[config.mk]
export PLATFORM = sky130hd
export DESIGN_NAME = dac_feeder
export DESIGN_NICKNAME = d
export VERILOG_FILES = /design/src/rtl/dac_feeder.sv
export SDC_FILE = /design/constraint.sdc
export NUM_CORES = 1
export LEC_CHECK = 0
export BUFFER_PORTS_ARGS = -buffer_cell sky130_fd_sc_hd__buf_2
export CAP_MARGIN = 25
export CORE_ASPECT_RATIO = 0.75
export CORE_MARGIN = 3
export CORE_UTILIZATION = 59
export DETAILED_ROUTE_END_ITERATION = 12
export PLACE_DENSITY_LB_ADDON = 0.1
export SYNTH_ARGS = -nofsm -noshare
export SYNTH_HDL_FRONTEND = slang
export SYNTH_SLANG_ARGS = --single-unit
[constraint.sdc]
create_clock -name sys_CLK -period 3.24 [get_ports sys_CLK]
set_clock_uncertainty 0.15 [all_clocks]
set_input_delay 0.81 -clock sys_CLK [delete_from_list [all_inputs] [get_ports sys_CLK]]
set_output_delay 0.81 -clock sys_CLK [all_outputs]
set_load 0.005 [all_outputs]
[src/rtl/dac_feeder.sv]
// DAC transmit feeder: buffers samples from system logic in a small FIFO and
// releases one sample every DIV clocks to the DAC bus with a write strobe.
module dac_feeder #(
    parameter int WIDTH  = 14,
    parameter int DEPTH  = 8,
    parameter int DIV    = 4,
    parameter int INVERT = 1
) (
    input  logic                     sys_CLK,
    input  logic                     sys_RSTn,
    input  logic                     enable,
    input  logic [WIDTH-1:0]         Din,
    input  logic                     Din_valid,
    output logic                     Din_ready,
    output logic [WIDTH-1:0]         Dout,
    output logic                     dac_WR,
    output logic [$clog2(DEPTH):0]   level,
    output logic                     underflow,
    input  logic                     clr_underflow
);

    localparam int AW = $clog2(DEPTH);
    localparam int CW = $clog2(DIV);

    localparam logic [AW:0]      LVL_FULL = (AW+1)'(DEPTH);
    localparam logic [AW:0]      LVL_HALF = (AW+1)'(DEPTH / 2);
    localparam logic [AW:0]      LVL_ONE  = (AW+1)'(1);
    localparam logic [AW-1:0]    PTR_ONE  = AW'(1);
    localparam logic [CW-1:0]    CNT_MAX  = CW'(DIV - 1);
    localparam logic [CW-1:0]    CNT_ONE  = CW'(1);
    localparam logic [WIDTH-1:0] MIDSCALE = {1'b1, {(WIDTH-1){1'b0}}};

    typedef enum logic [1:0] {
        IDLE,
        PRIME,
        RUN
    } state_t;

    state_t           state;
    logic [CW-1:0]    cnt;
    logic [AW-1:0]    wr_ptr;
    logic [AW-1:0]    rd_ptr;
    logic [WIDTH-1:0] mem [DEPTH];

    logic tick;
    logic push;
    logic pop;

    // Same inversion convention as the ADC capture path, so loopback is transparent.
    function automatic logic [WIDTH-1:0] to_dac(input logic [WIDTH-1:0] s);
        return (INVERT != 0) ? ~s : s;
    endfunction

    // Readiness looks only at the pre-pop level: a full FIFO never accepts.
    assign Din_ready = sys_RSTn && (level < LVL_FULL);
    assign push      = Din_valid && Din_ready;
    assign tick      = (state == RUN) && (cnt == CNT_MAX);
    assign pop       = tick && (level != '0);

    always_ff @(posedge sys_CLK) begin
        if (push) mem[wr_ptr] <= Din;
    end

    always_ff @(posedge sys_CLK) begin
        if (!sys_RSTn) begin
            wr_ptr <= '0;
            rd_ptr <= '0;
            level  <= '0;
        end else begin
            if (push) wr_ptr <= wr_ptr + PTR_ONE;
            if (pop)  rd_ptr <= rd_ptr + PTR_ONE;
            case ({push, pop})
                2'b10:   level <= level + LVL_ONE;
                2'b01:   level <= level - LVL_ONE;
                default: level <= level;
            endcase
        end
    end

    always_ff @(posedge sys_CLK) begin
        if (!sys_RSTn) begin
            state <= IDLE;
            cnt   <= '0;
        end else begin
            case (state)
                IDLE: begin
                    cnt <= '0;
                    if (enable) state <= PRIME;
                end
                PRIME: begin
                    cnt <= '0;
                    if (!enable)                state <= IDLE;
                    else if (level >= LVL_HALF) state <= RUN;
                end
                RUN: begin
                    // A tick in the cycle enable drops still fires; only the next cycle idles.
                    if (!enable) begin
                        state <= IDLE;
                        cnt   <= '0;
                    end else begin
                        cnt <= (cnt == CNT_MAX) ? '0 : cnt + CNT_ONE;
                    end
                end
                default: begin
                    state <= IDLE;
                    cnt   <= '0;
                end
            endcase
        end
    end

    always_ff @(posedge sys_CLK) begin
        if (!sys_RSTn) begin
            Dout      <= to_dac(MIDSCALE);
            dac_WR    <= 1'b0;
            underflow <= 1'b0;
        end else begin
            dac_WR <= tick;
            if (pop) Dout <= to_dac(mem[rd_ptr]);
            // A new underflow event wins over a coincident clear.
            if (tick && level == '0) underflow <= 1'b1;
            else if (clr_underflow)  underflow <= 1'b0;
        end
    end

endmodule

==> results.ini <==
[grt]
grt_max_degree = 31
grt_antenna_before_repair = 0
grt_pass1_vias = 2930
globalRoute.totalOverflow = 0
grtUsageTotal_pct = 21.08
grt_pass1_wl_mm = 16.54

[final_layout]
post-route-util_pct = 71.63
fill_cells = 598
area_delta_synth_final_pct = 15.77
n_antenna_cell = 0
multi_input_comb_area_um2 = 1526
drive_above_1_share_pct = 32.15
nets = 379
ff_latch_area_um2 = 4024

[yosys]
syn_area_um2 = 5713
synth_edf_count = 112
synth_area_leaders = edfxtp_1 (59%), dfxtp_1 (12%), mux4_1 (6.4%), mux4_2 (5.5%), o221ai_2 (2.9%)
synth_cell_types = 46
synthCells = 294
yosysWarningCount = 0
ys_seq_elements = 145
synth-seq-area-share_pct = 70.43
async_flop_share_pct = 0
synthFlopType = edfxtp_1
syn_nets = 319
syn_avg_cell_area_um2 = 19.43
synth.top_cell.area_share_pct = 58.87
synthTopCellsByCount = edfxtp_1 (112), dfxtp_1 (33), a21boi_0 (15)
yosysTopAreaCell = edfxtp_1
synth_most_common_cell = edfxtp_1

[timing]
relSlewSlack_pct = 73.82
finalHoldViolCount = 0
rsz0062_at_grt = no
slew_viol_final = 0
finalSetupViolations = 0
worstMarginPinSlew_ns = 0.3927
min_period_ns = 2.712
tns_ns = 0
fin_crit_sh_pct = 83.70
holdWs_ns = 0.2995
max_freq_mhz = 368.7

[job]
maxCapViolations = 0

[drt]
drt-initial-drc-count = 287
vias = 2919
wl_per_cell_um = 21.17
via_per_inst = 5.897
first_pass_iters = 4
drc = 0
drt_wl_total_mm = 10.48
drtAntennaViolNets = 0

[clocking]
cts_hold_buf = 0
h-tree-depth = 4
clkTransAtPathRegs_ns = 0.06
cts_tree = done
clock_latency_ns = 0.42
cts_resized = 0
clkSinkCount = 145
cts_setup_buffers = 0
cts-root-buf = clkbuf_16
numCtsBuffers = 17
cts_buffer_depth = 2

[die]
die_h_um = 91.22
io_pins = 40
rows = 30
core-area_um2 = 9234
die_area_um2 = 10910
die_w_um = 119.6
start_util_pct = 61.87

[power_and_ir_drop]
finalPower_uw = 3962
leakagePower_uw = 0.002218
p_per_area_nw_per_um2 = 599.0
vdd_drop_max_uv = 602.8

[worst_setup_path]
crit_type = register to register
end_kind = register
regToRegStartpoint = level[0]$_SDFFE_PN0P_
startpoint = level[0]$_SDFFE_PN0P_
arrival_ns = 2.86
cp_max_fo = 7
rr_worst_depth = 8
startpoint_type = register
critPathCapture = level[3]$_SDFFE_PN0P_
reg2reg_to = level[3]$_SDFFE_PN0P_
crit_required_ns = 3.38
reg2reg_slack_ns = 0.53

[place]
hpwl_mm = 6.063
gp_congestion = 0.7187
io_buffers = 39

[status]
outcome = completed

[min_path]
holdCritPathClass = register to register

-- where the power goes --
group / internal [µW] / leakage [µW] / switching (µW) / total, µW
clock network: 1140 / 0.000274 / 703 / 1840
logic: 34.4 / 0.000665 / 53.6 / 87.9
registers: 2020 / 0.00128 / 9.13 / 2030
total: 3200 / 0.00222 / 765 / 3960
-- sequential cells by signal, summed over array words and instances (netlist names), named ones only --
signal and cells:
Dout 14, cnt 2, dac_WR 1, level 4, mem 112, rd_ptr 3, state 2, underflow 1
wr_ptr 3
-- worst max-delay path: stages (launching register included) --
cell and delay [ns]:
dfxtp_1 0.36, or4_4 0.58, nand3_4 0.13, inv_6 0.06
ha_1 0.38, nor4b_1 0.36, o21ai_0 0.12, o31ai_1 0.09
mux2_2 0.36
-- placed cells by master (no fill, tap or decap), drive strengths merged, types with 2 or more instances in the layout --
| cell | n |
|---|---|
| a21boi | 16 |
| clkbuf | 20 |
| nand3 | 3 |
| nor2 | 6 |
| o221ai | 13 |
| o21ai | 4 |
| and2b | 2 |
| clkinvlp | 2 |
| nor2b | 2 |
| bufinv | 2 |
| clkinv | 8 |
| ha | 6 |
| xnor2 | 4 |
| inv | 4 |
| nor3 | 3 |
| mux4 | 28 |
| buf | 54 |
| mux2i | 2 |
| nand2 | 13 |
| a21oi | 2 |
| and2 | 7 |
| nand2b | 6 |
| dfxtp | 33 |
| nor4 | 2 |
| xor2 | 2 |
| edfxtp | 112 |
-- cell families (layout without fill, tap and decap cells) --
family | after synthesis | count (layout) | share of synthesized area [%]
buf+inv | 17 | 90 | 3.022
xor+xnor | 6 | 6 | 0.9198
flops | 145 | 145 | 70.43
mux | 31 | 31 | 12.51
compound gates | 38 | 38 | 6.198
fa+ha+maj | 6 | 6 | 1.314
simple gates | 51 | 51 | 5.607
-- worst min-delay path by stage --
stage	startpoint	to	slack, ns	cells after the start
6_report	cnt[0]$_SDFF_PP0_	cnt[0]$_SDFF_PP0_	0.30	1
2_1_floorplan	cnt[0]$_SDFF_PP0_	cnt[0]$_SDFF_PP0_	0.26	1
3_3_place_gp	cnt[0]$_SDFF_PP0_	cnt[0]$_SDFF_PP0_	0.27	1
5_1_grt	cnt[0]$_SDFF_PP0_	cnt[0]$_SDFF_PP0_	0.33	1
3_5_place_dp	cnt[0]$_SDFF_PP0_	cnt[0]$_SDFF_PP0_	0.30	1
4_1_cts	cnt[0]$_SDFF_PP0_	cnt[0]$_SDFF_PP0_	0.31	1
-- area by class of cell --
cell class	count	area share, %
Timing Repair Buffer	54	4.843
Inverter	4	0.3027
Multi-Input combinational cell	132	23.08
Clock buffer	20	6.754
Sequential cell	145	60.84
Clock inverter	12	1.759
Tap cell	128	2.421
-- per-layer routing --
metal,up-vias,part of all wire [%],global-route usage (%)
met5,-,0,0
met3,11,6.7,7.721
met2,94,49,32.24
li1,1322,-,-
met1,1492,43,28.68
met4,0,1.1,6.578
-- through the flow --
stage | instances | setup slack (ns) | area (µm²)
2_1_floorplan | 294 | 0.5079 | 5713
3_3_place_gp | 463 | 0.4350 | 6051
3_5_place_dp | 463 | 0.3350 | 6051
4_1_cts | 495 | 0.5197 | 6614
5_1_grt | 495 | 0.4283 | 6614
6_report | 495 | 0.5281 | 6614
Power figures use the tool's default switching activity.
